### config.mk
export PLATFORM = sky130hd
export DESIGN_NAME = button_conditioner
export DESIGN_NICKNAME = d
export VERILOG_FILES = /design/src/rtl/button_pkg.sv /design/src/rtl/button_channel.sv /design/src/rtl/button_conditioner.sv
export SDC_FILE = /design/constraint.sdc
export NUM_CORES = 1
export LEC_CHECK = 0
export BUFFER_PORTS_ARGS = -buffer_cell sky130_fd_sc_hd__buf_2
export CORE_MARGIN = 2
export CORE_UTILIZATION = 44
export DETAILED_ROUTE_END_ITERATION = 7
export PLACE_DENSITY = 0.68
export RECOVER_POWER = 50
export SLEW_MARGIN = 20
export SYNTH_ARGS = -nofsm -noshare
export SYNTH_HDL_FRONTEND = slang
export SYNTH_HIERARCHICAL = 1
export SYNTH_SLANG_ARGS = --single-unit
### constraint.sdc
create_clock -name clk -period 2.1 [get_ports clk]
set_input_delay 0.42 -clock clk [delete_from_list [all_inputs] [get_ports clk]]
set_output_delay 0.42 -clock clk [all_outputs]
set_load 0.05 [all_outputs]
### src/rtl/button_pkg.sv
// Shared debounce FSM state encoding and default timing for the button conditioner.
// Latency: n/a (types and constants only).
// Backpressure: n/a.
package button_pkg;

  typedef enum logic [1:0] {
    LOW       = 2'd0,
    WAIT_HIGH = 2'd1,
    HIGH      = 2'd2,
    WAIT_LOW  = 2'd3
  } btn_state_t;

  // Defaults assume a 50 MHz clk: 10 ms debounce, 500 ms to first repeat, 100 ms repeat period.
  localparam int DEF_DEBOUNCE_CYCLES = 500000;
  localparam int DEF_REPEAT_DELAY    = 25000000;
  localparam int DEF_REPEAT_PERIOD   = 5000000;

  // One counter width covers debounce and repeat timing; the largest terminal count is
  // max-1, so $clog2(max) bits always hold it. Width is clamped to 1 for degenerate values.
  function automatic int cnt_width(input int a, input int b, input int c);
    int m;
    m = a;
    if (b > m) m = b;
    if (c > m) m = c;
    return (m < 2) ? 1 : $clog2(m);
  endfunction

endpackage

### src/rtl/button_channel.sv
// One button: 2-flop synchronizer, debounce FSM with hold counter, optional repeat timer (BUTTON_AUTOREPEAT_EN).
// Latency: raw edge sampled at cycle t moves lvl at t+2+DEBOUNCE_CYCLES; *_nxt outputs lead their registers by one cycle.
// Backpressure: none; free-running, every cycle is evaluated.
module button_channel
  import button_pkg::*;
#(
  parameter int DEBOUNCE_CYCLES = DEF_DEBOUNCE_CYCLES,
  parameter int REPEAT_DELAY    = DEF_REPEAT_DELAY,
  parameter int REPEAT_PERIOD   = DEF_REPEAT_PERIOD
) (
  input  logic clk,
  input  logic rst,
  input  logic raw,
  input  logic other_lvl,
  output logic lvl,
  output logic lvl_nxt,
  output logic rise_nxt,
  output logic rep_nxt
);

  localparam int CW = cnt_width(DEBOUNCE_CYCLES, REPEAT_DELAY, REPEAT_PERIOD);
  localparam logic [CW-1:0] DB_LAST = CW'(DEBOUNCE_CYCLES - 1);

  logic          sync1;
  logic          s;
  btn_state_t    state;
  logic [CW-1:0] cnt;
  logic          commit_hi;
  logic          commit_lo;

  // Commit decisions: the counter only ever climbs to DB_LAST, so it can never wrap.
  always_comb begin
    commit_hi = (state == WAIT_HIGH) && s && (cnt == DB_LAST);
    commit_lo = (state == WAIT_LOW) && !s && (cnt == DB_LAST);
    lvl_nxt   = commit_hi | (lvl & ~commit_lo);
    rise_nxt  = commit_hi;
  end

  // Synchronizer plus debounce FSM; lvl is registered alongside state (1 in HIGH/WAIT_LOW).
  always_ff @(posedge clk) begin
    if (rst) begin
      sync1 <= 1'b0;
      s     <= 1'b0;
      state <= LOW;
      cnt   <= '0;
      lvl   <= 1'b0;
    end else begin
      sync1 <= raw;
      s     <= sync1;
      lvl   <= lvl_nxt;
      case (state)
        LOW: begin
          if (s) begin
            state <= WAIT_HIGH;
            cnt   <= '0;
          end
        end
        WAIT_HIGH: begin
          if (!s) begin
            state <= LOW;
            cnt   <= '0;
          end else if (cnt == DB_LAST) begin
            state <= HIGH;
            cnt   <= '0;
          end else begin
            cnt <= cnt + 1'b1;
          end
        end
        HIGH: begin
          if (!s) begin
            state <= WAIT_LOW;
            cnt   <= '0;
          end
        end
        WAIT_LOW: begin
          if (s) begin
            state <= HIGH;
            cnt   <= '0;
          end else if (cnt == DB_LAST) begin
            state <= LOW;
            cnt   <= '0;
          end else begin
            cnt <= cnt + 1'b1;
          end
        end
        default: begin
          state <= LOW;
          cnt   <= '0;
        end
      endcase
    end
  end

`ifdef BUTTON_AUTOREPEAT_EN
  localparam logic [CW-1:0] RD_LAST = CW'(REPEAT_DELAY - 1);
  localparam logic [CW-1:0] RP_LAST = CW'(REPEAT_PERIOD - 1);

  logic [CW-1:0] tmr;
  logic          first;
  logic [CW-1:0] tmr_lim;

  // Repeat fires only from a settled HIGH with the other button up; first gap is the long delay.
  always_comb begin
    tmr_lim = first ? RD_LAST : RP_LAST;
    rep_nxt = (state == HIGH) && !other_lvl && (tmr == tmr_lim);
  end

  // Repeat timer: restarts on commit and whenever the other button is down; holds in WAIT_LOW.
  always_ff @(posedge clk) begin
    if (rst) begin
      tmr   <= '0;
      first <= 1'b1;
    end else if (commit_hi || ((state == HIGH) && other_lvl)) begin
      tmr   <= '0;
      first <= 1'b1;
    end else if (state == HIGH) begin
      if (tmr == tmr_lim) begin
        tmr   <= '0;
        first <= 1'b0;
      end else begin
        tmr <= tmr + 1'b1;
      end
    end
  end
`else
  // No repeat hardware in this build; the cross-channel level is not needed here.
  logic unused_other_lvl;
  assign unused_other_lvl = other_lvl;
  assign rep_nxt = 1'b0;
`endif

endmodule

### src/rtl/button_conditioner.sv
// Debounces up/down pushbuttons into levels and press strobes; auto-repeat under BUTTON_AUTOREPEAT_EN.
// Latency: level and press strobe appear together at t+2+DEBOUNCE_CYCLES after the raw edge sample.
// Backpressure: none; strobes are one-cycle and unacknowledged.
module button_conditioner
  import button_pkg::*;
#(
  parameter int DEBOUNCE_CYCLES = DEF_DEBOUNCE_CYCLES,
  parameter int REPEAT_DELAY    = DEF_REPEAT_DELAY,
  parameter int REPEAT_PERIOD   = DEF_REPEAT_PERIOD
) (
  input  logic clk,
  input  logic rst,
  input  logic btn_up_raw,
  input  logic btn_down_raw,
  output logic up,
  output logic down,
  output logic up_pulse,
  output logic down_pulse
);

  logic up_lvl_nxt, up_rise_nxt, up_rep_nxt;
  logic dn_lvl_nxt, dn_rise_nxt, dn_rep_nxt;

  button_channel #(
    .DEBOUNCE_CYCLES(DEBOUNCE_CYCLES),
    .REPEAT_DELAY   (REPEAT_DELAY),
    .REPEAT_PERIOD  (REPEAT_PERIOD)
  ) u_up (
    .clk      (clk),
    .rst      (rst),
    .raw      (btn_up_raw),
    .other_lvl(down),
    .lvl      (up),
    .lvl_nxt  (up_lvl_nxt),
    .rise_nxt (up_rise_nxt),
    .rep_nxt  (up_rep_nxt)
  );

  button_channel #(
    .DEBOUNCE_CYCLES(DEBOUNCE_CYCLES),
    .REPEAT_DELAY   (REPEAT_DELAY),
    .REPEAT_PERIOD  (REPEAT_PERIOD)
  ) u_down (
    .clk      (clk),
    .rst      (rst),
    .raw      (btn_down_raw),
    .other_lvl(up),
    .lvl      (down),
    .lvl_nxt  (dn_lvl_nxt),
    .rise_nxt (dn_rise_nxt),
    .rep_nxt  (dn_rep_nxt)
  );

  // Strobes are gated by the other channel's next level so they land with the level rise;
  // a simultaneous commit therefore suppresses both.
  always_ff @(posedge clk) begin
    if (rst) begin
      up_pulse   <= 1'b0;
      down_pulse <= 1'b0;
    end else begin
      up_pulse   <= (up_rise_nxt | up_rep_nxt) & ~dn_lvl_nxt;
      down_pulse <= (dn_rise_nxt | dn_rep_nxt) & ~up_lvl_nxt;
    end
  end

endmodule

Word-level counts from Yosys, hierarchy flattened
Index checks and enable logic that the tools add are counted.
{"block": "op_classes", "n_bitwise": 10, "reduce_logical": 16, "n_mux": 26, "eq_ne": 16, "add_sub_neg": 2}
{"operator": "2-to-1 mux 25 bit", "count": 10}
{"operator": "one-hot mux 25 bit (4 select lines)", "count": 2}
{"operator": "adder 25 x 1 -> 25 bit, second input constant", "count": 2}
{"operator": "== test 25 x 19 -> 1 bit, second input constant", "count": 2}
{"operator": "2-to-1 mux 2 bit", "count": 12}
{"operator": "one-hot mux 2 bit (4 select lines)", "count": 2}
{"operator": "== test 2 bit, second input constant", "count": 4}
{"operator": "logical AND 1 bit", "count": 8}
{"operator": "AND reduction 4 bit", "count": 2}
{"operator": "!= test 3 x 2 -> 1 bit, second input constant", "count": 2}
{"operator": "!= test 3 bit, second input constant", "count": 2}
{"operator": "AND 1 bit", "count": 4}
{"operator": "== test 2 x 1 -> 1 bit, second input constant", "count": 2}
{"operator": "zero test 2 bit", "count": 2}
{"operator": "!= test 2 x 1 -> 1 bit, second input constant", "count": 2}
{"operator": "!= test 2 bit, second input constant", "count": 2}
{"operator": "inverter 1 bit", "count": 4}
{"operator": "AND reduction 2 bit", "count": 2}
{"operator": "zero test 1 bit", "count": 2}
{"operator": "bitwise OR 1 bit", "count": 2}
{"block": "totals", "reg_bits": 62, "wordCells": 82}

Depth between registers and ports, before layout
Gate-level depths: netlist of the first run.
{"block": "depth", "word_depth": 8, "ltp_mapped": 8}

By module
Netlist of the first run, hierarchy kept.
{"mod": "button_channel", "area_each_um2": 1615.3, "cells_each": 193, "n_inst": 2, "seq_area_each_um2": 600.6}
{"mod": "button_conditioner", "area_each_um2": 67.6, "cells_each": 6, "n_inst": 1, "seq_area_each_um2": 40.0}

Worst setup path after synthesis of the first run
Ideal clock, no wire load.
{"block": "synth_path", "kind": "register to register", "start": "register u_down.cnt[0]", "end": "register u_down.cnt[22]", "setup_time_ps": 122, "period_less_slack_ps": 1956, "slack_ps": 144, "stages_incl_launch_ff": 7, "arrival_ps": 1834, "required_ps": 1978, "path_cell_list": "dfxtp_1 -> ha_1 -> nand4_2 -> nor4_2 -> nand4_1 -> and3_1 -> a221o_1"}
{"block": "synth_between", "elab_chain_cells": 4, "elab_cells_between_ends": 6, "classes_between": "add/sub: 1; eq/ne: 1; mux: 4"}
{"element": "from (decl)", "line_no": "button_channel.sv:27", "text": "logic [CW-1:0] cnt;"}
{"element": "from (signal assigned)", "line_no": "button_channel.sv:66", "text": "cnt <= cnt + 1'b1;"}
{"element": "from (signal assigned)", "line_no": "button_channel.sv:83", "text": "cnt <= cnt + 1'b1;"}
{"element": "adder 25 x 1 -> 25 bit or == test 25 x 19 -> 1 bit (tied branches)"}
{"element": "2-to-1 mux 25 bit (*)", "line_no": "button_channel.sv:62, button_channel.sv:79"}
{"element": "2-to-1 mux 25 bit, on equally long branches", "line_no": "button_channel.sv:76, button_channel.sv:59"}
{"element": "one-hot mux 25 bit (4 select lines) (*)", "line_no": "button_channel.sv:51", "text": "case (state)"}
Mark *: on every way between the ends. The rest lies on a longest branch, timed or not.
A chain may end at the register's enable or synchronous reset.

Worst setup path after layout of the first run
{"block": "layout_path", "start": "register u_up.cnt[21]", "end": "register u_up.cnt[17]"}
{"block": "layout_between", "elab_chain_cells": 4, "elab_cells_between_ends": 5, "classes_between": "eq/ne: 1; mux: 4"}
{"element": "from (decl)", "line_no": "button_channel.sv:27"}
{"element": "from (signal assigned)", "line_no": "button_channel.sv:66"}
{"element": "from (signal assigned)", "line_no": "button_channel.sv:83"}
{"element": "== test 25 x 19 -> 1 bit (*)", "line_no": "button_channel.sv:62, button_channel.sv:79"}
{"element": "2-to-1 mux 25 bit (*)", "line_no": "button_channel.sv:62, button_channel.sv:79"}
{"element": "2-to-1 mux 25 bit, on equally long branches", "line_no": "button_channel.sv:76, button_channel.sv:59"}
{"element": "one-hot mux 25 bit (4 select lines) (*)", "line_no": "button_channel.sv:51"}
Marks and branches as above.

==> results of run 1 <==
==> routing by layer <==
metal	global-route usage (%)	wire length, um
met1	21.9	3330
met2	31.3	3880
met3	4.92	178
met4	7.44	40
met5	0	0
==> report_power, final <==
group | internal [mW] | total [mW] | leakage (nW) | switching (mW)
Clock | 0.511 | 0.944 | 0.0914 | 0.433
Sequential | 1.18 | 1.19 | 0.502 | 0.00477
Combinational | 0.0302 | 0.0888 | 0.827 | 0.0585
Total | 1.72 | 2.22 | 1.42 | 0.496
==> cells in the final DEF (no fill, tap or decap), drive strengths merged, types with 6 or more instances in the layout <==
cell type,instances
a21oi,8
nor3,12
a31oi,26
a221o,6
nand2,48
buf,49
o21ai,16
clkbuf,20
nand4,14
or3,8
and3,10
and4,10
inv,8
xor2,6
xnor2,10
nand3,22
dfxtp,62
nor2,40
nor2b,8
nor4,8
==> final cells by class <==
type                    instances  share of cell area (%)
clock buffers                  13                    4.29
clock inverters                 1                   0.127
inverters                       8                   0.762
multi-input cells             300                    50.3
flip-flops and latches         62                    31.6
well taps                      99                    3.14
repair buffers                 56                    9.82
==> metrics by stage <==
step	TNS (ns)	instances	power (mW)	hold slack, ns
after global placement	0	517	1.30	0.416
final	0	539	2.22	0.303
after floorplan	0	392	1.27	0.414
after detailed placement	0	517	1.30	0.428
after CTS	0	531	2.25	0.284
after global routing	-0.345	539	2.31	0.288
==> cell families (layout without fill, tap and decap cells) <==
kind of cell | count (synthesis) | in the layout
other | 2 | 2
DFF | 62 | 62
AOI/OAI and AO/OA | 78 | 80
buffers and inverters | 32 | 78
adders and majority gates | 2 | 2
xor gates and xnor gates | 16 | 16
and+or+nand+nor | 196 | 196
muxes | 4 | 4
==> worst max path at each step <==
stage	startpoint	endpoint	cells after the start
final	u_up/cnt[21]	u_up/cnt[17]	5
after global routing	u_up/cnt[21]	u_up/cnt[22]	5
after global placement	u_up/cnt[0]	u_up/cnt[23]	6
after floorplan	u_down/cnt[0]	u_down/cnt[22]	6
after detailed placement	u_up/cnt[0]	u_up/cnt[23]	6
after CTS	u_up/cnt[0]	u_up/cnt[16]	6
==> what timing repair did <==
item | 4_1_cts | 5_1_grt
cloned | 0 | 2
pin swaps | 2 | 2
setup buffers | 0 | 6
resized for setup | 2 | 12
setup endpoints to repair | 3 | 28
==> critical path, delay by kind of cell (launching register included) <==
family	cells	cell delay [ns]
and+or+nand+nor	2	0.94
DFF	1	0.34
AOI/OAI and AO/OA	3	0.67
==> flow_summary.html, run 1 <==
<table>
<tr><th>Metric</th><th>Value</th></tr>
<tr><th colspan="2">Status</th></tr>
<tr><td>Run status</td><td>complete, no violations</td></tr>
<tr><th colspan="2">CTS</th></tr>
<tr><td>Hold-fix buffers, CTS</td><td>0</td></tr>
<tr><td>Number of clock sinks</td><td>62</td></tr>
<tr><td>Total CTS buffers</td><td>9</td></tr>
<tr><td>Htree depth</td><td>3</td></tr>
<tr><td>Root Buffer Master</td><td>sky130_fd_sc_hd__clkbuf_8</td></tr>
<tr><td>Clock tree from TritonCTS</td><td>built</td></tr>
<tr><td>Clock-pin slew on the worst setup and hold paths</td><td>0.07 ns</td></tr>
<tr><td>Worst-skew pair later-pin latency</td><td>0.33 ns</td></tr>
<tr><td>Clock Path Buffers</td><td>2</td></tr>
<tr><th colspan="2">Place</th></tr>
<tr><td>Instance area after placement</td><td>3650 um^2</td></tr>
<tr><td>Final RePlAce weighted congestion</td><td>0.841</td></tr>
<tr><td>Sum of net half-perimeters after detailed placement</td><td>5.08 mm</td></tr>
<tr><td>Setup slack after placement</td><td>0.0000859 ns</td></tr>
<tr><td>Count of input and output buffers</td><td>7</td></tr>
<tr><th colspan="2">Final layout</th></tr>
<tr><td>Syn-to-layout area delta</td><td>19.4%</td></tr>
<tr><td>Largest registers in the final layout</td><td>u_down/cnt (25), u_up/cnt (25)</td></tr>
<tr><td>Total non-filler cell area in the finished layout</td><td>3940 um^2</td></tr>
<tr><td>Multi-input gate area in the final layout</td><td>1980 um^2</td></tr>
<tr><td>Number of fillers in the final layout</td><td>675</td></tr>
<tr><td>Layout cell share with drive strength beyond 1</td><td>21.8%</td></tr>
<tr><td># nets final</td><td>443</td></tr>
<tr><td>Final standard cell utilization of the core</td><td>54.3%</td></tr>
<tr><td>Reg area</td><td>1240 um^2</td></tr>
<tr><td>Antenna Cells</td><td>0</td></tr>
<tr><th colspan="2">Route</th></tr>
<tr><td>Total via count in the routed design</td><td>2997</td></tr>
<tr><td>Count of TritonRoute iterations in the first routing pass</td><td>5</td></tr>
<tr><td>Remaining design rule violation count</td><td>0</td></tr>
<tr><td>Routed wirelength normalized by instance count</td><td>13.8 um</td></tr>
<tr><td>Number of violations reported at the end of detailed-routing iteration 0</td><td>113</td></tr>
<tr><td>Total routed wirelength</td><td>7.43 mm</td></tr>
<tr><td>Antenna viol nets, final</td><td>0</td></tr>
<tr><td>Avg Vias per Cell</td><td>5.56</td></tr>
<tr><th colspan="2">Die</th></tr>
<tr><td>Die outline area</td><td>8200 um^2</td></tr>
<tr><td>Chip Height</td><td>90.6 um</td></tr>
<tr><td>Number of top-level design ports</td><td>8</td></tr>
<tr><td>Initial core utilization</td><td>45.5%</td></tr>
<tr><td>Area of the core region</td><td>7250 um^2</td></tr>
<tr><td>Row Count</td><td>31</td></tr>
<tr><td>Die Width</td><td>90.6 um</td></tr>
<tr><th colspan="2">Logic synthesis</th></tr>
<tr><td>Most common library cells after synthesis</td><td>62 x sky130_fd_sc_hd__dfxtp_1, 46 x sky130_fd_sc_hd__nand2_1, 40 x sky130_fd_sc_hd__nor2_1</td></tr>
<tr><td>Number of distinct library cells after synthesis</td><td>48</td></tr>
<tr><td>Post-synthesis register bit count</td><td>62</td></tr>
<tr><td>Share of flip-flops with an asynchronous set or reset after synthesis</td><td>0%</td></tr>
<tr><td>Top cell type by total area after synthesis</td><td>sky130_fd_sc_hd__dfxtp_1</td></tr>
<tr><td>Avg Synthesized Cell Area</td><td>8.41 um^2</td></tr>
<tr><td>Yosys warns</td><td>6</td></tr>
<tr><td>Compound-Gate Fraction of Synth Area</td><td>17.5%</td></tr>
<tr><td>Post-synthesis share of cell area spent on xor and xnor gates</td><td>4.25%</td></tr>
<tr><td>Total nets after synthesis</td><td>398</td></tr>
<tr><td>Synth top area share</td><td>37.6%</td></tr>
<tr><td>Netlist area before placement</td><td>3300 um^2</td></tr>
<tr><td>Cell types occupying the most area after synthesis</td><td>sky130_fd_sc_hd__dfxtp_1 38%, sky130_fd_sc_hd__nand2_1 5.2%, sky130_fd_sc_hd__a31oi_1 4.9%</td></tr>
<tr><td>Multiplexer share of the synthesized area</td><td>1.21%</td></tr>
<tr><td>Number of enable flip-flop cells after synthesis</td><td>0</td></tr>
<tr><td>Sequential element share of the synthesized area</td><td>37.6%</td></tr>
<tr><td>Adder-cell share of the synthesized area</td><td>0.759%</td></tr>
<tr><td>Synthesized-area fraction occupied by and/or/nand/nor cells</td><td>33.7%</td></tr>
<tr><td>Most frequently used flop master after synthesis</td><td>sky130_fd_sc_hd__dfxtp_1</td></tr>
<tr><td>Most repeated cell in the gate-level netlist after synthesis</td><td>sky130_fd_sc_hd__dfxtp_1</td></tr>
<tr><td>Cell count after synthesis</td><td>392</td></tr>
<tr><td>Main combinational cell family by area after synthesis</td><td>simple AND/OR/NAND/NOR gates</td></tr>
<tr><th colspan="2">Timing</th></tr>
<tr><td>Final Hold Violating Endpoints</td><td>0</td></tr>
<tr><td>Highest clock frequency the design can meet</td><td>0.488 GHz</td></tr>
<tr><td>Worst slew margin relative to its limit</td><td>42.4%</td></tr>
<tr><td># setup viols final</td><td>0</td></tr>
<tr><td>Minimum period implied by the final worst setup slack</td><td>2.05 ns</td></tr>
<tr><td>Clock Skews</td><td>0.00705 ns</td></tr>
<tr><td>Worst slew pin tran</td><td>0.857 ns</td></tr>
<tr><td>Post-route setup slack</td><td>0.0503 ns</td></tr>
<tr><td>Final clock period utilization by the worst path</td><td>97.6%</td></tr>
<tr><td>Fin. max-slew vios</td><td>0</td></tr>
<tr><th colspan="2">Power and ir drop</th></tr>
<tr><td>Leakage</td><td>1.42 nW</td></tr>
<tr><td>VDD IR-drop max</td><td>0.374 mV</td></tr>
<tr><td>Power per cell area</td><td>564 nW/um^2</td></tr>
<tr><th colspan="2">Critical path</th></tr>
<tr><td>Startpoint type of the worst setup path</td><td>flip-flop</td></tr>
<tr><td>Slowest cell on the critical path</td><td>sky130_fd_sc_hd__or4_4</td></tr>
<tr><td>Critical Path Fanout Max</td><td>12</td></tr>
<tr><td>Reg-to-Reg End</td><td>u_up/cnt[17]</td></tr>
<tr><td>Worst Path Required</td><td>2.32 ns</td></tr>
<tr><td>Cells along the critical path</td><td>or4_4 -&gt; nor4_4 -&gt; a211oi_4 -&gt; a32o_1 -&gt; a31o_2</td></tr>
<tr><td>Delay of the slowest cell on the worst path</td><td>0.54 ns</td></tr>
<tr><td>R2r startpoint</td><td>u_up/cnt[21]</td></tr>
<tr><td>R2R depth</td><td>5</td></tr>
<tr><td>Endpoint class of the critical path</td><td>flip-flop</td></tr>
<tr><td>Critical path class</td><td>flip-flop to flip-flop</td></tr>
<tr><td>Data arrival time of the critical path</td><td>2.27 ns</td></tr>
<tr><td>Reg-to-reg slack, setup</td><td>0.05 ns</td></tr>
<tr><th colspan="2">Hold path</th></tr>
<tr><td>Min-Delay Path Depth</td><td>2</td></tr>
<tr><td>Endpoint, Worst Hold</td><td>u_down/sync1</td></tr>
<tr><td>Hold crit path type</td><td>primary input to flip-flop</td></tr>
<tr><td>Hold_sp</td><td>btn_down_raw</td></tr>
<tr><th colspan="2">Global routing</th></tr>
<tr><td>Maximum number of pins on one net before global-route repair</td><td>26</td></tr>
<tr><td>Overall Global Routing Usage</td><td>18.4%</td></tr>
<tr><td>Antenna violations before repair</td><td>0</td></tr>
<tr><td>Overflow left after global routing</td><td>0</td></tr>
<tr><td>Vias in the first global route</td><td>2811</td></tr>
<tr><td>Global-route wire length before repair</td><td>12.4 mm</td></tr>
<tr><th colspan="2">Flow run</th></tr>
<tr><td>Number of violations of the max-capacitance limit</td><td>0</td></tr>
</table>
No activity file was read; power rests on OpenSTA's default activity.
==> run 2: changes to the inputs <==
--- a/config.mk
+++ b/config.mk
@@ -7,9 +7,9 @@
 export LEC_CHECK = 0
 export BUFFER_PORTS_ARGS = -buffer_cell sky130_fd_sc_hd__buf_2
 export CORE_MARGIN = 2
-export CORE_UTILIZATION = 44
+export CORE_UTILIZATION = 35
 export DETAILED_ROUTE_END_ITERATION = 7
-export PLACE_DENSITY = 0.68
+export PLACE_DENSITY = 0.59
 export RECOVER_POWER = 50
 export SLEW_MARGIN = 20
 export SYNTH_ARGS = -nofsm -noshare
==> run 2 against run 1 <==
  * Cell area rose by 2.0%
  * Maximum frequency barely moved
  * Non-clock buffer count rose by 5
  * Highest routed layer unchanged
==> flow_summary.html, run 2 (synthesized netlist as in run 1, its figures left out) <==
<table>
<tr><th>Metric</th><th>Value</th></tr>
<tr><th colspan="2">Die</th></tr>
<tr><td>Initial core utilization</td><td>35.9% (was 45.5%)</td></tr>
<tr><td>Chip Height</td><td>101 um (was 90.6 um)</td></tr>
<tr><td>Area of the core region</td><td>9200 um^2 (was 7250 um^2)</td></tr>
<tr><td>Die outline area</td><td>10200 um^2 (was 8200 um^2)</td></tr>
<tr><td>Row Count</td><td>35 (was 31)</td></tr>
<tr><td>Die Width</td><td>101 um (was 90.6 um)</td></tr>
<tr><td>Number of top-level design ports</td><td>8 (unchanged)</td></tr>
<tr><th colspan="2">Final layout</th></tr>
<tr><td>Final cell count without fillers</td><td>557 (was 539)</td></tr>
<tr><td>Largest registers in the final layout</td><td>u_down/cnt (25), u_up/cnt (25) (unchanged)</td></tr>
<tr><td>Syn-to-layout area delta</td><td>21.8% (was 19.4%)</td></tr>
<tr><td># nets final</td><td>449 (was 443)</td></tr>
<tr><td>Final standard cell utilization of the core</td><td>43.7% (was 54.3%)</td></tr>
<tr><td>Antenna Cells</td><td>0 (unchanged)</td></tr>
<tr><td>Layout cell share with drive strength beyond 1</td><td>24.4% (was 21.8%)</td></tr>
<tr><td>Number of fillers in the final layout</td><td>917 (was 675)</td></tr>
<tr><td>Most common library cell in the layout ignoring fill and taps</td><td>sky130_fd_sc_hd__dfxtp_1 (unchanged)</td></tr>
<tr><td>Total non-filler cell area in the finished layout</td><td>4020 um^2 (was 3940 um^2)</td></tr>
<tr><td>Most frequent cells in the layout</td><td>62 x sky130_fd_sc_hd__dfxtp_1, 54 x sky130_fd_sc_hd__buf_4, 46 x sky130_fd_sc_hd__nand2_1 (was 60 x sky130_fd_sc_hd__dfxtp_1, 46 x sky130_fd_sc_hd__buf_4, 46 x sky130_fd_sc_hd__nand2_1)</td></tr>
<tr><th colspan="2">Timing</th></tr>
<tr><td>Fin. max-slew vios</td><td>0 (unchanged)</td></tr>
<tr><td>Highest clock frequency the design can meet</td><td>0.488 GHz (about the same)</td></tr>
<tr><td>Worst slew pin tran</td><td>0.975 ns (was 0.857 ns)</td></tr>
<tr><td>Clock Skews</td><td>0.00757 ns (was 0.00705 ns)</td></tr>
<tr><td>Final Hold Violating Endpoints</td><td>0 (unchanged)</td></tr>
<tr><td>Total negative slack</td><td>0 ns (unchanged)</td></tr>
<tr><td>Final clock period utilization by the worst path</td><td>97.6% (about the same)</td></tr>
<tr><td># setup viols final</td><td>0 (unchanged)</td></tr>
<tr><td>RSZ-0062 raised after global routing</td><td>true</td></tr>
<tr><td>Post-route setup slack</td><td>0.0507 ns (was 0.0503 ns)</td></tr>
<tr><td>Worst slew margin relative to its limit</td><td>34.5% (was 42.4%)</td></tr>
<tr><td>Minimum period implied by the final worst setup slack</td><td>2.05 ns (about the same)</td></tr>
<tr><th colspan="2">Hold path</th></tr>
<tr><td>Hold crit path type</td><td>primary input to flip-flop (unchanged)</td></tr>
<tr><td>Hold_sp</td><td>btn_up_raw (was btn_down_raw)</td></tr>
<tr><td>Min-Delay Path Depth</td><td>2 (unchanged)</td></tr>
<tr><td>Endpoint, Worst Hold</td><td>u_up/sync1 (was u_down/sync1)</td></tr>
<tr><th colspan="2">CTS</th></tr>
<tr><td>Number of clock sinks</td><td>62 (unchanged)</td></tr>
<tr><td>Total CTS buffers</td><td>9 (unchanged)</td></tr>
<tr><td>Root Buffer Master</td><td>sky130_fd_sc_hd__clkbuf_8 (unchanged)</td></tr>
<tr><td>Worst-skew pair later-pin latency</td><td>0.34 ns (was 0.33 ns)</td></tr>
<tr><td>Clock Path Buffers</td><td>2 (unchanged)</td></tr>
<tr><td>Htree depth</td><td>3 (unchanged)</td></tr>
<tr><td>Clock-pin slew on the worst setup and hold paths</td><td>0.07 ns (about the same)</td></tr>
<tr><td>Clock tree from TritonCTS</td><td>built (unchanged)</td></tr>
<tr><th colspan="2">Power and ir drop</th></tr>
<tr><td>VDD IR-drop max</td><td>0.320 mV (was 0.374 mV)</td></tr>
<tr><td>Switching share of power</td><td>22.7% (was 22.3%)</td></tr>
<tr><td>Combinational share of power</td><td>4.1% (was 4.0%)</td></tr>
<tr><td>Leakage</td><td>1.46 nW (was 1.42 nW)</td></tr>
<tr><td>Internal Dissipation</td><td>1.72 mW (about the same)</td></tr>
<tr><td>Sequential power share</td><td>53.2% (was 53.5%)</td></tr>
<tr><td>Share of total power in the clock network</td><td>42.7% (was 42.5%)</td></tr>
<tr><td>Power per cell area</td><td>555 nW/um^2 (was 564 nW/um^2)</td></tr>
<tr><td>P_sw</td><td>0.506 mW (was 0.496 mW)</td></tr>
<tr><th colspan="2">Critical path</th></tr>
<tr><td>Delay of the slowest cell on the worst path</td><td>0.54 ns (about the same)</td></tr>
<tr><td>R2r startpoint</td><td>u_down/cnt[21] (was u_up/cnt[21])</td></tr>
<tr><td>Reg-to-reg slack, setup</td><td>0.05 ns (about the same)</td></tr>
<tr><td>Crit path launch</td><td>u_down/cnt[21] (was u_up/cnt[21])</td></tr>
<tr><td>Critical path class</td><td>flip-flop to flip-flop (unchanged)</td></tr>
<tr><td>Data arrival time of the critical path</td><td>2.28 ns (was 2.27 ns)</td></tr>
<tr><td>Critical Path Fanout Max</td><td>12 (unchanged)</td></tr>
<tr><td>Endpoint class of the critical path</td><td>flip-flop (unchanged)</td></tr>
<tr><td>Worst Path Required</td><td>2.33 ns (was 2.32 ns)</td></tr>
<tr><td>Slowest cell on the critical path</td><td>sky130_fd_sc_hd__or4_4 (unchanged)</td></tr>
<tr><td>Cells along the critical path</td><td>or4_4 -&gt; nor4_4 -&gt; buf_4 -&gt; a211oi_4 -&gt; and3_1 -&gt; a221o_1 (was or4_4 -&gt; nor4_4 -&gt; a211oi_4 -&gt; a32o_1 -&gt; a31o_2)</td></tr>
<tr><td>R2R depth</td><td>6 (was 5)</td></tr>
<tr><td>Reg-to-Reg End</td><td>u_down/cnt[20] (was u_up/cnt[17])</td></tr>
<tr><td>Startpoint type of the worst setup path</td><td>flip-flop (unchanged)</td></tr>
<tr><th colspan="2">Global routing</th></tr>
<tr><td>Vias in the first global route</td><td>2800 (was 2811)</td></tr>
<tr><td>Antenna violations before repair</td><td>0 (unchanged)</td></tr>
<tr><td>Overall Global Routing Usage</td><td>15.9% (was 18.4%)</td></tr>
<tr><td>Overflow left after global routing</td><td>0 (unchanged)</td></tr>
<tr><td>Global-route wire length before repair</td><td>12.8 mm (was 12.4 mm)</td></tr>
<tr><td>Maximum number of pins on one net before global-route repair</td><td>25 (was 26)</td></tr>
<tr><th colspan="2">Route</th></tr>
<tr><td>Total via count in the routed design</td><td>3024 (was 2997)</td></tr>
<tr><td>Avg Vias per Cell</td><td>5.43 (was 5.56)</td></tr>
<tr><td>Number of violations reported at the end of detailed-routing iteration 0</td><td>104 (was 113)</td></tr>
<tr><td>Remaining design rule violation count</td><td>0 (unchanged)</td></tr>
<tr><td>Antenna viol nets, final</td><td>0 (unchanged)</td></tr>
<tr><td>Count of TritonRoute iterations in the first routing pass</td><td>4 (was 5)</td></tr>
<tr><td>Routed wirelength normalized by instance count</td><td>13.8 um (about the same)</td></tr>
<tr><td>Total routed wirelength</td><td>7.67 mm (was 7.43 mm)</td></tr>
<tr><th colspan="2">Status</th></tr>
<tr><td>Run status</td><td>complete, no violations (unchanged)</td></tr>
<tr><th colspan="2">Place</th></tr>
<tr><td>Instance area after placement</td><td>3730 um^2 (was 3650 um^2)</td></tr>
<tr><td>Dpl cells</td><td>537 (was 517)</td></tr>
<tr><td>Sum of net half-perimeters after detailed placement</td><td>5.21 mm (was 5.08 mm)</td></tr>
<tr><td>Final RePlAce weighted congestion</td><td>0.815 (was 0.841)</td></tr>
<tr><td>Setup slack after placement</td><td>-0.0720 ns (was 0.0000859 ns)</td></tr>
<tr><td>Count of input and output buffers</td><td>7 (unchanged)</td></tr>
<tr><th colspan="2">Flow run</th></tr>
<tr><td>Number of violations of the max-capacitance limit</td><td>0 (unchanged)</td></tr>
</table>
==> run 2: how the worst max path moves through the flow <==
stage | endpoint | cells past startpoint | slack (ns)
finish | u_down/cnt[20] | 6 | 0.05
global placement | u_up/cnt[23] | 6 | 0.008
floorplan | u_down/cnt[22] | 6 | 0.14
CTS | u_down/cnt[6] | 7 | 0.007
global route | u_up/cnt[17] | 5 | -0.009
detailed placement | u_up/cnt[23] | 6 | -0.07
==> run 2: area by class of cell <==
cell class | instances | area, um^2 | share of cell area (%)
Clock buffer | 13 | 169 | 4.20
Clock inverter | 1 | 5.00 | 0.125
Inverter | 8 | 30.0 | 0.747
Multi-Input combinational cell | 301 | 1990 | 49.6
Sequential cell | 62 | 1240 | 30.9
Tap cell | 111 | 139 | 3.46
Timing Repair Buffer | 61 | 440 | 11.0
==> run 2: repair_timing <==
action | in CTS | in global routing
setup endpoints to repair | 6 | 22
setup buffers | 2 | 1
resized for setup | 1 | 10
pin swaps | 2 | 6
cloned | 1 | 2
hold buffers | 0 | 0
==> run 2: per-layer routing <==
metal,global-route usage [%],share of wire [%]
met1,18.3,45
met2,28.0,50
met3,4.58,3.2
met4,5.20,1.9
met5,0,0
==> run 2: critical path: cells and delay by family (launching register included) <==
kind	cells	cell delay [ns]
flops	1	0.32
buf+inv	1	0.19
simple gates	3	1.07
compound gates	2	0.36
==> run 2: power groups by stage <==
stage | clock network (mW) | registers, mW | logic, mW
after global placement | 0 | 1.21 | 0.0876
after CTS | 0.979 | 1.19 | 0.0902
after global routing | 1.03 | 1.19 | 0.101
after detailed placement | 0 | 1.21 | 0.0888
after floorplan | 0 | 1.22 | 0.0450
final | 0.951 | 1.19 | 0.0918
==> run 2: stage by stage <==
stage	power [mW]	hold slack (ns)
3_3_place_gp	1.30	0.418
6_report	2.23	0.290
2_1_floorplan	1.27	0.414
3_5_place_dp	1.30	0.426
5_1_grt	2.32	0.270
4_1_cts	2.25	0.283
==> run 3: changes to the inputs <==
--- a/config.mk
+++ b/config.mk
@@ -6,10 +6,12 @@
 export NUM_CORES = 1
 export LEC_CHECK = 0
 export BUFFER_PORTS_ARGS = -buffer_cell sky130_fd_sc_hd__buf_2
+export CELL_PAD_IN_SITES_DETAIL_PLACEMENT = 0
+export CELL_PAD_IN_SITES_GLOBAL_PLACEMENT = 1
 export CORE_MARGIN = 2
-export CORE_UTILIZATION = 35
+export CORE_UTILIZATION = 47
 export DETAILED_ROUTE_END_ITERATION = 7
-export PLACE_DENSITY = 0.59
+export PLACE_DENSITY = 0.87
 export RECOVER_POWER = 50
 export SLEW_MARGIN = 20
 export SYNTH_ARGS = -nofsm -noshare
==> run 3 against run 2 <==
  * Sequential power about the same
  * Power fell by 2.1%
  * Clock power down 4.7%
  * Critical path depth is 1 higher
  * Final cell count is 1.1% lower
  * Critical endpoint is now up_pulse
==> flow_summary.html, run 3 (synthesized netlist as in run 1, its figures left out) <==
<table>
<tr><th>Metric</th><th>Value</th></tr>
<tr><th colspan="2">Global routing</th></tr>
<tr><td>Overall Global Routing Usage</td><td>20.6% (was 15.9%)</td></tr>
<tr><td>Vias in the first global route</td><td>2856 (was 2800)</td></tr>
<tr><td>Overflow left after global routing</td><td>0 (unchanged)</td></tr>
<tr><td>Global-route wire length before repair</td><td>12.6 mm (was 12.8 mm)</td></tr>
<tr><td>Antenna violations before repair</td><td>0 (unchanged)</td></tr>
<tr><td>Maximum number of pins on one net before global-route repair</td><td>27 (was 25)</td></tr>
<tr><th colspan="2">CTS</th></tr>
<tr><td>Clock-pin slew on the worst setup and hold paths</td><td>0.07 ns (about the same)</td></tr>
<tr><td>Root Buffer Master</td><td>sky130_fd_sc_hd__clkbuf_8 (unchanged)</td></tr>
<tr><td>Hold-fix buffers, CTS</td><td>0 (unchanged)</td></tr>
<tr><td>Htree depth</td><td>3 (unchanged)</td></tr>
<tr><td>Number of clock sinks</td><td>62 (unchanged)</td></tr>
<tr><td>Worst-skew pair later-pin latency</td><td>0.34 ns (about the same)</td></tr>
<tr><td>Total CTS buffers</td><td>9 (unchanged)</td></tr>
<tr><td>Clock Path Buffers</td><td>2 (unchanged)</td></tr>
<tr><td>Clock tree from TritonCTS</td><td>built (unchanged)</td></tr>
<tr><th colspan="2">Die</th></tr>
<tr><td>Die Width</td><td>87.8 um (was 101 um)</td></tr>
<tr><td>Die outline area</td><td>7700 um^2 (was 10200 um^2)</td></tr>
<tr><td>Row Count</td><td>30 (was 35)</td></tr>
<tr><td>Number of top-level design ports</td><td>8 (unchanged)</td></tr>
<tr><td>Initial core utilization</td><td>48.5% (was 35.9%)</td></tr>
<tr><td>Area of the core region</td><td>6790 um^2 (was 9200 um^2)</td></tr>
<tr><td>Chip Height</td><td>87.8 um (was 101 um)</td></tr>
<tr><th colspan="2">Status</th></tr>
<tr><td>Run status</td><td>complete, no violations (unchanged)</td></tr>
<tr><th colspan="2">Timing</th></tr>
<tr><td>Worst slew pin tran</td><td>0.852 ns (was 0.975 ns)</td></tr>
<tr><td>Worst slew margin relative to its limit</td><td>43.2% (was 34.5%)</td></tr>
<tr><td>Final clock period utilization by the worst path</td><td>98.3% (was 97.6%)</td></tr>
<tr><td>RSZ-0062 raised after global routing</td><td>true (unchanged)</td></tr>
<tr><td>Highest clock frequency the design can meet</td><td>0.484 GHz (was 0.488 GHz)</td></tr>
<tr><td># setup viols final</td><td>0 (unchanged)</td></tr>
<tr><td>Clock Skews</td><td>0.00605 ns (was 0.00757 ns)</td></tr>
<tr><td>Post-route setup slack</td><td>0.0351 ns (was 0.0507 ns)</td></tr>
<tr><td>Minimum period implied by the final worst setup slack</td><td>2.06 ns (was 2.05 ns)</td></tr>
<tr><td>Fin. max-slew vios</td><td>0 (unchanged)</td></tr>
<tr><td>Total negative slack</td><td>0 ns (unchanged)</td></tr>
<tr><td>Final Hold Violating Endpoints</td><td>0 (unchanged)</td></tr>
<tr><th colspan="2">Critical path</th></tr>
<tr><td>R2R depth</td><td>7 (was 6)</td></tr>
<tr><td>Endpoint class of the critical path</td><td>flip-flop (unchanged)</td></tr>
<tr><td>Crit path launch</td><td>u_down/cnt[21] (unchanged)</td></tr>
<tr><td>Worst Path Required</td><td>2.30 ns (was 2.33 ns)</td></tr>
<tr><td>Data arrival time of the critical path</td><td>2.26 ns (was 2.28 ns)</td></tr>
<tr><td>Startpoint type of the worst setup path</td><td>flip-flop (unchanged)</td></tr>
<tr><td>R2r startpoint</td><td>u_down/cnt[21] (unchanged)</td></tr>
<tr><td>Critical path class</td><td>flip-flop to flip-flop (unchanged)</td></tr>
<tr><td>Reg-to-Reg End</td><td>up_pulse (was u_down/cnt[20])</td></tr>
<tr><td>Critical Path Fanout Max</td><td>3 (was 12)</td></tr>
<tr><td>Reg-to-reg slack, setup</td><td>0.04 ns (was 0.05 ns)</td></tr>
<tr><td>Crit path to</td><td>up_pulse (was u_down/cnt[20])</td></tr>
<tr><th colspan="2">Power and ir drop</th></tr>
<tr><td>Leakage</td><td>1.48 nW (was 1.46 nW)</td></tr>
<tr><td>Power per cell area</td><td>542 nW/um^2 (was 555 nW/um^2)</td></tr>
<tr><td>VDD IR-drop max</td><td>0.439 mV (was 0.320 mV)</td></tr>
<tr><th colspan="2">Route</th></tr>
<tr><td>Total via count in the routed design</td><td>3113 (was 3024)</td></tr>
<tr><td>Number of violations reported at the end of detailed-routing iteration 0</td><td>135 (was 104)</td></tr>
<tr><td>Total routed wirelength</td><td>7.85 mm (was 7.67 mm)</td></tr>
<tr><td>Remaining design rule violation count</td><td>0 (unchanged)</td></tr>
<tr><td>Avg Vias per Cell</td><td>5.65 (was 5.43)</td></tr>
<tr><td>Antenna viol nets, final</td><td>0 (unchanged)</td></tr>
<tr><td>Routed wirelength normalized by instance count</td><td>14.3 um (was 13.8 um)</td></tr>
<tr><td>Count of TritonRoute iterations in the first routing pass</td><td>5 (was 4)</td></tr>
<tr><th colspan="2">Final layout</th></tr>
<tr><td>Most frequent cells in the layout</td><td>61 x sky130_fd_sc_hd__dfxtp_1, 57 x sky130_fd_sc_hd__buf_4, 46 x sky130_fd_sc_hd__nand2_1 (was 62 x sky130_fd_sc_hd__dfxtp_1, 54 x sky130_fd_sc_hd__buf_4, 46 x sky130_fd_sc_hd__nand2_1)</td></tr>
<tr><td>Layout cell share with drive strength beyond 1</td><td>23.5% (was 24.4%)</td></tr>
<tr><td>Antenna Cells</td><td>0 (unchanged)</td></tr>
<tr><td>Syn-to-layout area delta</td><td>22.1% (was 21.8%)</td></tr>
<tr><td>Most common library cell in the layout ignoring fill and taps</td><td>sky130_fd_sc_hd__dfxtp_1 (unchanged)</td></tr>
<tr><td>Largest registers in the final layout</td><td>u_down/cnt (25), u_up/cnt (25) (unchanged)</td></tr>
<tr><td># nets final</td><td>456 (was 449)</td></tr>
<tr><th colspan="2">Hold path</th></tr>
<tr><td>Hold crit path type</td><td>primary input to flip-flop (unchanged)</td></tr>
<tr><th colspan="2">Place</th></tr>
<tr><td>Count of input and output buffers</td><td>7 (unchanged)</td></tr>
<tr><td>Sum of net half-perimeters after detailed placement</td><td>5.24 mm (was 5.21 mm)</td></tr>
<tr><td>Final RePlAce weighted congestion</td><td>0.835 (was 0.815)</td></tr>
<tr><td>Setup slack after placement</td><td>-0.0216 ns (was -0.0720 ns)</td></tr>
<tr><th colspan="2">Flow run</th></tr>
<tr><td>Number of violations of the max-capacitance limit</td><td>0 (unchanged)</td></tr>
</table>
-- run 3: cell types whose count changed in the layout (fill, tap and decap cells not counted), moves of 2 or more --
| cell | delta |
|---|---|
| sky130_fd_sc_hd__buf_4 | +3 |
| sky130_fd_sc_hd__clkbuf_1 | +11 |
| sky130_fd_sc_hd__buf_2 | -4 |
| sky130_fd_sc_hd__clkbuf_8 | -2 |
-- run 3: area by class of cell --
type / instances / area, um^2
clock buffers: 15 / 156
clock inverters: 1 / 5.00
fillers: 619 / 2770
inverters: 8 / 30.0
multi-input cells: 301 / 1980
flip-flops and latches: 62 / 1240
well taps: 96 / 120
repair buffers: 68 / 489
-- run 3: stage by stage --
step | power, mW | hold slack, ns | instance area [um^2] | util [%] | cells
after floorplan | 1.27 | 0.414 | 3300 | - | 392
after global placement | 1.30 | 0.417 | 3730 | 54.9 | 525
after detailed placement | 1.30 | 0.435 | 3730 | 54.9 | 525
after CTS | 2.21 | 0.286 | 3900 | 57.4 | 541
after global routing | 2.27 | 0.307 | 4030 | 59.3 | 551
final | 2.18 | 0.295 | 4030 | 59.3 | 551
-- run 3: metal layers --
metal	GRT usage, %	vias to the layer above	routed length (um)
met5	0	-	0
met4	8.25	0	223
met3	4.71	22	253
met2	35.9	60	3890
met1	24.5	1469	3490
li1	-	1562	-
-- run 3: critical path, cell delays in order, from the launching register on --
cell and delay, ns:
sky130_fd_sc_hd__dfxtp_1 0.31, sky130_fd_sc_hd__or4_4 0.54, sky130_fd_sc_hd__nor4_4 0.35, sky130_fd_sc_hd__buf_4 0.20
sky130_fd_sc_hd__and3_4 0.20, sky130_fd_sc_hd__nand2_2 0.08, sky130_fd_sc_hd__a22oi_2 0.17, sky130_fd_sc_hd__nor3_2 0.06
-- run 3: what timing repair did --
item,4_1_cts,5_1_grt
setup buffers,0,7
resized for setup,1,10
pin swaps,1,7
cloned,0,3
setup endpoints to repair,2,28
-- run 3: worst min path at each step --
stage	slack, ns	end	cells past startpoint	from
final	0.30	u_down/sync1	2	btn_down_raw
after global routing	0.31	u_down/sync1	2	btn_down_raw
after floorplan	0.41	u_down/s	1	u_down/sync1
after global placement	0.42	u_up/s	1	u_up/sync1
after CTS	0.29	u_down/sync1	2	btn_down_raw
after detailed placement	0.43	u_up/s	1	u_up/sync1
-- run 3: power by group --
group	internal (mW)	switching (mW)	total (mW)
Sequential	1.18	0.00381	1.19
Clock	0.462	0.444	0.906
Combinational	0.0298	0.0607	0.0905
Total	1.67	0.509	2.18
